## src/rtl/parking_gate_controller.sv

```systemverilog
// Entry/exit barrier sequencer for a single-lane car park: grants one barrier at a
// time, waits for a passage or timeout, then enforces a closed guard interval.
module parking_gate_controller #(
    parameter int CAPACITY     = 10,
    parameter int CW           = 8,
    parameter int OPEN_CYCLES  = 16,
    parameter int CLOSE_CYCLES = 4
) (
    input  logic          clk,
    input  logic          reset,
    input  logic          entry_req,
    input  logic          exit_req,
    input  logic          entry_pass,
    input  logic          exit_pass,
    output logic          entry_gate_open,
    output logic          exit_gate_open,
    output logic [CW-1:0] count,
    output logic          Full,
    output logic          entry_denied,
    output logic          timeout,
    output logic          busy
);

    // One timer serves both the open window and the closing guard interval.
    localparam int TMAX = (OPEN_CYCLES > CLOSE_CYCLES) ? OPEN_CYCLES : CLOSE_CYCLES;
    localparam int TW   = $clog2(TMAX + 1);

    localparam logic [CW-1:0] CAP        = CW'(CAPACITY);
    localparam logic [TW-1:0] OPEN_LAST  = TW'(OPEN_CYCLES - 1);
    localparam logic [TW-1:0] CLOSE_LAST = TW'(CLOSE_CYCLES - 1);

    typedef enum logic [1:0] {
        IDLE,
        ENTRY_OPEN,
        EXIT_OPEN,
        CLOSING
    } state_t;

    state_t        state;
    state_t        state_nx;
    logic [TW-1:0] timer;
    logic [TW-1:0] timer_nx;
    logic [CW-1:0] count_nx;
    logic          full_nx;
    logic          rr_exit;
    logic          rr_exit_nx;
    logic          denied_nx;
    logic          timeout_nx;
    logic          entry_req_q;
    logic          entry_ok;
    logic          exit_ok;

    function automatic logic [CW-1:0] sat_inc(input logic [CW-1:0] v);
        return (v >= CAP) ? CAP : v + 1'b1;
    endfunction

    function automatic logic [CW-1:0] sat_dec(input logic [CW-1:0] v);
        return (v == '0) ? '0 : v - 1'b1;
    endfunction

    assign entry_ok = entry_req && (count < CAP);
    assign exit_ok  = exit_req && (count != '0);

    always_ff @(posedge clk) begin
        if (reset) begin
            state        <= IDLE;
            timer        <= '0;
            count        <= '0;
            Full         <= 1'b0;
            rr_exit      <= 1'b0;
            entry_denied <= 1'b0;
            timeout      <= 1'b0;
            entry_req_q  <= 1'b0;
        end else begin
            state        <= state_nx;
            timer        <= timer_nx;
            count        <= count_nx;
            Full         <= full_nx;
            rr_exit      <= rr_exit_nx;
            entry_denied <= denied_nx;
            timeout      <= timeout_nx;
            entry_req_q  <= entry_req;
        end
    end

    always_comb begin
        state_nx        = state;
        timer_nx        = timer;
        count_nx        = count;
        rr_exit_nx      = rr_exit;
        denied_nx       = 1'b0;
        timeout_nx      = 1'b0;
        entry_gate_open = 1'b0;
        exit_gate_open  = 1'b0;
        busy            = 1'b1;

        case (state)
            IDLE: begin
                busy     = 1'b0;
                timer_nx = '0;
                // rr_exit low means entry wins a tie; every grant hands priority to the other side.
                if (entry_ok && (!exit_ok || !rr_exit)) begin
                    state_nx   = ENTRY_OPEN;
                    rr_exit_nx = 1'b1;
                end else if (exit_ok) begin
                    state_nx   = EXIT_OPEN;
                    rr_exit_nx = 1'b0;
                end
                denied_nx = entry_req && !entry_req_q && (count == CAP);
            end

            ENTRY_OPEN: begin
                entry_gate_open = 1'b1;
                if (entry_pass) begin
                    count_nx = sat_inc(count);
                    state_nx = CLOSING;
                    timer_nx = '0;
                end else if (timer == OPEN_LAST) begin
                    timeout_nx = 1'b1;
                    state_nx   = CLOSING;
                    timer_nx   = '0;
                end else begin
                    timer_nx = timer + 1'b1;
                end
            end

            EXIT_OPEN: begin
                exit_gate_open = 1'b1;
                if (exit_pass) begin
                    count_nx = sat_dec(count);
                    state_nx = CLOSING;
                    timer_nx = '0;
                end else if (timer == OPEN_LAST) begin
                    timeout_nx = 1'b1;
                    state_nx   = CLOSING;
                    timer_nx   = '0;
                end else begin
                    timer_nx = timer + 1'b1;
                end
            end

            CLOSING: begin
                if (timer == CLOSE_LAST) begin
                    state_nx = IDLE;
                    timer_nx = '0;
                end else begin
                    timer_nx = timer + 1'b1;
                end
            end

            default: begin
                state_nx = IDLE;
                timer_nx = '0;
            end
        endcase

        full_nx = (count_nx == CAP);
    end

endmodule

```

## config.mk

```make
export PLATFORM = sky130hd
export DESIGN_NAME = parking_gate_controller
export DESIGN_NICKNAME = d
export VERILOG_FILES = /design/src/rtl/parking_gate_controller.sv
export SDC_FILE = /design/constraint.sdc
export NUM_CORES = 1
export LEC_CHECK = 0
export BUFFER_PORTS_ARGS = -buffer_cell sky130_fd_sc_hd__clkbuf_2
export CAP_MARGIN = 20
export CELL_PAD_IN_SITES_DETAIL_PLACEMENT = 0
export CELL_PAD_IN_SITES_GLOBAL_PLACEMENT = 1
export CORE_MARGIN = 5
export CORE_UTILIZATION = 45
export DETAILED_ROUTE_END_ITERATION = 16
export GPL_TIMING_DRIVEN = 0
export PLACE_DENSITY = 0.95
export SYNTH_ARGS = -nofsm -noshare
export SYNTH_HDL_FRONTEND = slang
export SYNTH_SLANG_ARGS = --single-unit
```

## constraint.sdc

```tcl
create_clock -name clk -period 3.65 [get_ports clk]
set_input_delay 0.365 -clock clk [delete_from_list [all_inputs] [get_ports clk]]
set_output_delay 0.365 -clock clk [all_outputs]
set_load 0.005 [all_outputs]
```

==> metrics, run 1 <==
status finished, final reports clean; antenna cells 0; Detailed Routing Iterations Pass 1 4; initial antenna violation count 0; WL/cell 15.8 um; die area 4290 sq um; die height 65.5 um; Mapped Nets 185; largest net degree at the start of global routing 13; vias in the first global route 1324; peak supply drop 276 uV; Clock Root Buffer clkbuf_4; Clock Sinks 20; Max-cap violations 0; crit path DAT 2620 ps; GRT Util Overall 17.6%; Synth area leaders dfxtp_1, ha_1, nor2_1, inv_1, nand2_1; clk_skew 1.71 ps; Slew Limit Fails 0; setup bufs post-CTS 0; power per cell area 581 nW/um^2; DRT antenna net count 0; Synth Cell Area 1390 sq um; HPWL Detailed 2650 um; Synth area leader dfxtp_1; Synth async-reset ratio 0%; first-pass GRT wire length 5940 um; Seq cells post-synth 20; Die W 65.5 um; period utilization 65.2%; Synth top area share 28.9%; post-synthesis sequential area ratio 28.9%; core footprint 3000 sq um; Initial Util 46.1%; min Tclk post-route 2380 ps; share of cells above drive strength 1 17.9%; Max Fclk 421 MHz; Via density 6.06; Synth Instances 168; yosys warns 0; H-tree levels 1; critical path launch point type flip-flop; Final Hold Fails 0; Slew headroom 39.0%; Mean Syn Cell Area 8.24 sq um; Post-synth EDFFs 0; vias 1352; Area Overhead vs Synth 13.3%; IO Count 20; Max clock buf depth 2; clock-pin slew of the registers on the worst-case setup and hold paths 130 ps; insertion delay to the later sink of the worst-skew pair 310 ps; post-synthesis cell type count 57; drc violations 0; initial drt markers 120; Final Power 0.911 mW; Crit path required time 3890 ps; total CTS buffers 3; Resized Gates After CTS 0; setup_tns 0 ps; worst hold path class in -> reg; Final nets 208; Max FO, Critical Path 11; RePlAce Congestion 0.861; Post-CTS Hold Fix Bufs 0; P_leak 0.649 nW; worst setup path category reg -> reg; I/O Buffers 18; Routed Wire Length 3510 um; CTS tree built; Most used DFF post-synth dfxtp_1; global route overflow 0; Critical Path End Type flip-flop; setup violators final 0; worst slew pin tran 906 ps; RSZ-0062 raised after global routing no; # rows 20
## power breakdown
part	leakage [nW]	switching [mW]	internal, mW	total (mW)
Clock	0.0279	0.0778	0.111	0.189
Combinational	0.459	0.267	0.176	0.443
Sequential	0.162	0.0352	0.244	0.279
## cell usage after synthesis (3+ instances only)
library cell	count
a21oi_1	7
buf_2	3
clkbuf_1	5
dfxtp_1	20
ha_1	11
inv_1	12
nand2_1	10
nand2b_1	6
nand3_1	5
nand3b_1	3
nor2_1	13
nor2b_1	3
nor3_1	4
o21ai_0	4
o21ai_1	5
o31a_1	3
o41ai_1	3
## cell type report
cell class              instances  area [sq um]
repair buffers                 18          90.1
flip-flops and latches         20           400
well taps                      33          41.3
inverters                      12          45.0
clock buffers                   3          22.5
clock inverters                 1          30.0
plain buffers                   9          41.3
fillers                       299          1430
multi-input cells             127           898
## cells in the final DEF (no fill, tap or decap), types with 3 or more instances in the layout
cell / instances
a21oi_1: 7
buf_2: 3
clkbuf_1: 5
clkbuf_2: 18
clkbuf_4: 3
dfxtp_1: 20
ha_1: 11
inv_1: 12
nand2_1: 10
nand2b_1: 6
nand3_1: 5
nand3b_1: 3
nor2_1: 13
nor2b_1: 3
nor3_1: 4
o21ai_0: 4
o21ai_1: 5
o31a_1: 3
o41ai_1: 3
## per-layer routing
metal  share of wire, %  vias to the layer above  global-route usage (%)
met2                 49                       35                    30.0
met1                 46                      643                    22.0
met4               0.97                        0                    4.66
li1                   -                      668                       -
met5                  0                        -                       0
met3                4.0                        6                    4.27
## cells by family after synthesis
group | after synthesis | share of synthesized area (%)
AND/OR/NAND/NOR | 65 | 26.9
AO/OA/AOI/OAI | 48 | 26.1
adder cells (fa/ha/maj) | 11 | 9.94
XOR/XNOR | 3 | 1.90
buffers and inverters | 21 | 6.23
flip-flops | 20 | 28.9
## registers in the layout, summed over array words and instances (netlist names)
| name | flops |
|---|---|
| entry_req_q | 1 |
| rr_exit | 1 |
| timer | 5 |
| timeout | 1 |
| state | 2 |
| count | 8 |
| Full | 1 |
| entry_denied | 1 |
## final timing paths
check	startpoint	to	slack [ps]	depth (start not counted)
min	reset	entry_req_q$_SDFF_PP0_	250	2
min reg2reg	entry_req_q$_SDFF_PP0_	entry_denied$_SDFF_PP0_	410	1
max	count[1]$_SDFF_PP0_	Full$_SDFF_PP0_	1270	7
max reg2reg	count[1]$_SDFF_PP0_	Full$_SDFF_PP0_	1270	7
## per-stage QoR
stage	setup WS [ps]	utilization, %	hold slack [ps]	std cells	area (sq um)
finish	1270	52.3	254	223	1570
global route	1060	52.3	255	223	1570
CTS	1280	52.3	244	223	1570
detailed placement	1330	50.5	391	219	1520
global placement	1370	50.5	389	219	1520
floorplan	1630	-	372	168	1390
## critical path: stages, from the launching register on
cell and delay (ps):
dfxtp_1 460, inv_1 160, ha_1 220, nor4bb_1 630, nand2b_1 120, a222oi_1 280
o211ai_1 180, nor4b_2 260
Note: power is estimated with default switching activity, not from simulation.
==> inputs of run 2 (changes only) <==
Settings changed: CORE_UTILIZATION 45 to 42, PLACE_DENSITY 0.95 to 0.91.
Clock period 3.65 ns to 2.5 ns, I/O delays scaled along.
==> metrics, run 2 (synthesized netlist as in run 1, its figures left out) <==
Initial Util 44.6% (-1.5 points); fin util 51.1% (-1.2 points); Area Overhead vs Synth 14.5%; critical path launch point type flip-flop; drc violations 0 (unchanged); r2r endpoint Full$_SDFF_PP0_; setup_tns 0 ps (unchanged); global route hottest layer met2; worst setup path category reg -> reg; Post-CTS Hold Fix Bufs 0 (unchanged); vias in the first global route 1305 (-1.4%); total CTS buffers 3 (unchanged); largest net degree at the start of global routing 13 (unchanged); switching share of power 40.9% (-0.77 points); Clock Sinks 20 (unchanged); Sw Pwr 0.539 mW (+42%); crit path DAT 2460 ps (-160 ps); worst hold path class in -> reg; vias 1321 (-2.3%); Slew Limit Fails 0 (unchanged); core footprint 3100 sq um (+3.3%); Max FO, Critical Path 11 (unchanged); CTS tree built; global route overflow 0 (unchanged); # rows 20 (unchanged); antenna cells 0 (unchanged); WL/cell 14.3 um (-9.3%); Final Hold Fails 0 (unchanged); met3 GRT Util 2.50% (-1.8 points); clk_skew 4.23 ps (+2.52 ps); M1 GR Usage 20.6% (-1.4 points); Resized Gates After CTS 0 (unchanged); Max Fclk 447 MHz (+6.4%); slack of the worst reg-to-reg path 260 ps (-1010 ps); insertion delay to the later sink of the worst-skew pair 310 ps (about the same); initial antenna violation count 0 (unchanged); met2 Track Usage GR 28.6% (-1.4 points); power per cell area 830 nW/um^2 (+43%); Max clock buf depth 2 (unchanged); Final Instance Area 1590 sq um (+1.0%); worst slew pin tran 656 ps (-250 ps); RSZ-0062 raised after global routing no; Detailed Routing Iterations Pass 1 4 (unchanged); clock-pin slew of the registers on the worst-case setup and hold paths 130 ps (about the same); Routed Wire Length 3330 um (-5.2%); Pint 0.777 mW (+46%); Slew headroom 55.6% (+17 points); Die W 67.4 um (+3.0%); initial drt markers 69 (-43%); Critical Path End Type flip-flop; Via density 5.67 (-6.5%); die area 4550 sq um (+6.0%); Biggest register count; critical-path cell list inv_1 -> ha_1 -> nor4bb_1 -> nand2b_1 -> a222oi_1 -> o211ai_1 -> nor4b_2; Crit path required time 2730 ps (-1160 ps); die height 67.4 um (+3.0%); combinational share of power 48.4% (-0.2 points); setup bufs post-CTS 0 (unchanged); most frequent cells in the layout dfxtp_1, clkbuf_2, nor2_1; FF-to-FF Start count[1]$_SDFF_PP0_; Max-cap violations 0 (unchanged); period utilization 89.4% (+24 points); Final nets 207 (-0.48%); GRT Util Overall 16.2% (-1.4 points); DRT antenna net count 0 (unchanged); max incr delay on CP 620 ps (about the same); status finished, final reports clean; Largest register FFs 8 (unchanged); HPWL Detailed 2610 um (-1.4%); peak supply drop 276 uV (about the same); setup violators final 0 (unchanged); worst setup path startpoint count[1]$_SDFF_PP0_; commonest non-fill, non-tap cell in the layout dfxtp_1; P_leak 0.649 nW (about the same); Top Registers count x8, timer x5, state x2; worst setup path endpoint Full$_SDFF_PP0_; min Tclk post-route 2240 ps (-143 ps); first-pass GRT wire length 5790 um (-2.5%); Clock power frac 20.9% (+0.2 points); CP max stage cell nor4bb_1; RePlAce Congestion 0.870 (+1.0%); DP Area 1530 sq um (+0.91%); IO Count 20 (unchanged); cell count of the worst reg-to-reg path 7 (unchanged); Reg power frac 30.8% (+0.2 points); I/O Buffers 18 (unchanged); H-tree levels 1 (unchanged); Clock Root Buffer clkbuf_4; share of cells above drive strength 1 18.5% (+0.62 points)
[run 2: metal layers]
| layer | wire length [um] | part of all wire, % |
|---|---|---|
| met4 | 22 | 0.66 |
| met5 | 0 | 0 |
| met3 | 200 | 6.0 |
| met1 | 1490 | 45 |
| met2 | 1620 | 49 |
[run 2: final cells by class]
| cell class | count | area, sq um |
|---|---|---|
| Multi-Input combinational cell | 127 | 905 |
| Fill cell | 328 | 1520 |
| Timing Repair Buffer | 18 | 90.1 |
| Inverter | 12 | 45.0 |
| Tap cell | 44 | 55.1 |
| Buffer | 8 | 37.5 |
| Clock inverter | 1 | 30.0 |
| Clock buffer | 3 | 22.5 |
| Sequential cell | 20 | 400 |
[run 2: worst min path at each step]
stage               cells past startpoint                      end                    from
floorplan                               1   entry_req_q$_SDFF_PP0_                   reset
global placement                        1  entry_denied$_SDFF_PP0_  entry_req_q$_SDFF_PP0_
detailed placement                      1  entry_denied$_SDFF_PP0_  entry_req_q$_SDFF_PP0_
CTS                                     2   entry_req_q$_SDFF_PP0_                   reset
global route                            2  entry_denied$_SDFF_PP0_                   reset
finish                                  2   entry_req_q$_SDFF_PP0_                   reset
[run 2: per-stage QoR]
step	setup slack, ps	instances	hold slack [ps]	power (mW)
finish	265	233	156	1.32
floorplan	534	168	322	0.869
global placement	218	230	383	1.03
detailed placement	135	230	383	1.04
global route	65.8	233	147	1.42
CTS	94.3	234	155	1.32
[run 2: power by group through the flow]
stage / registers (mW) / logic, mW / clock network, mW
final: 0.405 / 0.637 / 0.275
after global routing: 0.413 / 0.712 / 0.295
after CTS: 0.404 / 0.634 / 0.278
after detailed placement: 0.411 / 0.628 / 0
after global placement: 0.409 / 0.619 / 0
after floorplan: 0.401 / 0.468 / 0
[run 2: critical path: cells and delay by family (launching register included)]
kind / cells / cell delay [ps]
flip-flops: 1 / 430
buffers and inverters: 1 / 140
adder cells (fa/ha/maj): 1 / 210
AND/OR/NAND/NOR: 3 / 1000
AO/OA/AOI/OAI: 2 / 370
==> inputs of run 3 (changes only) <==
Settings changed: CELL_PAD_IN_SITES_DETAIL_PLACEMENT 0 to not set, CELL_PAD_IN_SITES_GLOBAL_PLACEMENT 1 to not set, CORE_ASPECT_RATIO set to 1.25, CORE_UTILIZATION 42 to 45, CTS_BUF_LIST set to sky130_fd_sc_hd__clkbuf_8, PLACE_DENSITY 0.91 to 0.77.
==> metrics, run 3 (synthesized netlist as in run 1, its figures left out) <==
status finished, final reports clean; worst slew pin tran 839 ps (+182 ps); Post-CTS Hold Fix Bufs 0 (unchanged); # rows 22 (+10%); I/O Buffers 18 (unchanged); Top Registers count x8, timer x5, state x2; core footprint 2950 sq um (-5.1%); RePlAce Congestion 0.854 (-1.8%); Reg power frac 29.3% (-1.5 points); Slew Limit Fails 0 (unchanged); global route overflow 0 (unchanged); initial drt markers 55 (-20%); combinational share of power 46.3% (-2.1 points); worst hold path cell count 2 (unchanged); Max clock buf depth 2 (unchanged); first-pass GRT wire length 5890 um (+1.8%); Crit path required time 2680 ps (-50 ps); setup bufs post-CTS 0 (unchanged); GRT Util Overall 17.2% (+0.99 points); IO Count 20 (unchanged); clk_skew 3.77 ps (-0.465 ps); insertion delay to the later sink of the worst-skew pair 270 ps (-40 ps); commonest non-fill, non-tap cell in the layout dfxtp_1; Die W 59.6 um (-12%); Initial Util 47.0% (+2.4 points); clock-pin slew of the registers on the worst-case setup and hold paths 80 ps (-50 ps); HPWL Detailed 2550 um (-2.2%); vias 1358 (+2.8%); worst hold path class in -> reg; WL/cell 15.2 um (+6.3%); vias in the first global route 1302 (-0.23%); Slew headroom 43.6% (-12 points); setup violators final 0 (unchanged); Max Fclk 446 MHz (-0.24%); min Tclk post-route 2240 ps (+5.35 ps); Max FO, Critical Path 10 (-1); Clock Sinks 20 (unchanged); cell count of the worst reg-to-reg path 7 (unchanged); Biggest register count; Pint 0.827 mW (+6.4%); power per cell area 870 nW/um^2 (+4.8%); Resized Gates After CTS 0 (unchanged); period utilization 89.6% (+0.21 points); Sw Pwr 0.557 mW (+3.4%); Final Instance Area 1590 sq um (+0.39%); DRT antenna net count 0 (unchanged); DP Area 1520 sq um (-0.65%); Final Hold Fails 0 (unchanged); switching share of power 40.2% (-0.69 points); drc violations 0 (unchanged); H-tree levels 1 (unchanged); slack of the worst reg-to-reg path 260 ps (about the same); most frequent cells in the layout dfxtp_1, clkbuf_2, nor2_1; worst setup path category reg -> reg; Clock power frac 24.4% (+3.5 points); antenna cells 0 (unchanged); Area Overhead vs Synth 14.9%; die area 4290 sq um (-5.5%); Clock Root Buffer clkbuf_8; initial antenna violation count 0 (unchanged); peak supply drop 470 uV (+71%); Critical Path End Type flip-flop; die height 72.0 um (+6.8%); CTS tree built; Via density 6.01 (+6.0%); setup_tns 0 ps (unchanged); RSZ-0062 raised after global routing no; share of cells above drive strength 1 17.9% (-0.62 points); Largest register FFs 8 (unchanged); Detailed Routing Iterations Pass 1 5 (+1); critical path launch point type flip-flop; Max-cap violations 0 (unchanged); Final nets 208 (+0.48%); Routed Wire Length 3440 um (+3.2%); largest net degree at the start of global routing 13 (unchanged); P_leak 0.657 nW (+1.1%); total CTS buffers 3 (unchanged); crit path DAT 2420 ps (-40 ps)
[run 3: worst paths after layout]
check,start,to
worst min-delay path,reset,entry_req_q$_SDFF_PP0_
worst max-delay path,state[0]$_SDFFE_PP0P_,Full$_SDFF_PP0_
worst min register to register,entry_req_q$_SDFF_PP0_,entry_denied$_SDFF_PP0_
worst max register to register,state[0]$_SDFFE_PP0P_,Full$_SDFF_PP0_
[run 3: power groups by stage]
| stage | sequential [mW] | combinational [mW] | clock (mW) |
|---|---|---|---|
| after floorplan | 0.401 | 0.468 | 0 |
| after global placement | 0.411 | 0.622 | 0 |
| after detailed placement | 0.413 | 0.625 | 0 |
| after CTS | 0.405 | 0.636 | 0.344 |
| after global routing | 0.414 | 0.719 | 0.351 |
| final | 0.405 | 0.640 | 0.338 |
[run 3: area by class of cell]
class                           count  area (sq um)
Multi-Input combinational cell    127           898
Inverter                           12          45.0
Sequential cell                    20           400
Fill cell                         288          1350
Clock buffer                        3          41.3
Clock inverter                      1          30.0
Timing Repair Buffer               18          90.1
Buffer                              9          41.3
Tap cell                           36          45.0
[run 3: critical path, cell delays in order (launching register included)]
cell and delay (ps):
dfxtp_1 420, inv_1 90, ha_1 320, clkbuf_1 390
o311a_1 380, a21bo_1 160, o311ai_0 160, nor4b_2 240
[run 3: routing by layer]
layer  global-route usage, %  wire length (um)  vias up
met1                    20.9              1430      637
met5                       0                 0        -
li1                        -                 -      660
met2                    29.8              1760       47
met3                    2.85               164       14
met4                    6.16                79        0
[run 3: metrics by stage]
step / total power [mW] / utilization (%) / std cells / hold slack, ps / setup slack (ps)
6_report: 1.38 / 54.0 / 226 / 202 / 260
5_1_grt: 1.48 / 54.0 / 226 / 216 / 25.2
4_1_cts: 1.39 / 54.0 / 226 / 197 / 257
3_5_place_dp: 1.04 / 51.6 / 222 / 386 / 311
3_3_place_gp: 1.03 / 51.6 / 222 / 383 / 291
2_1_floorplan: 0.869 / - / 168 / 322 / 534
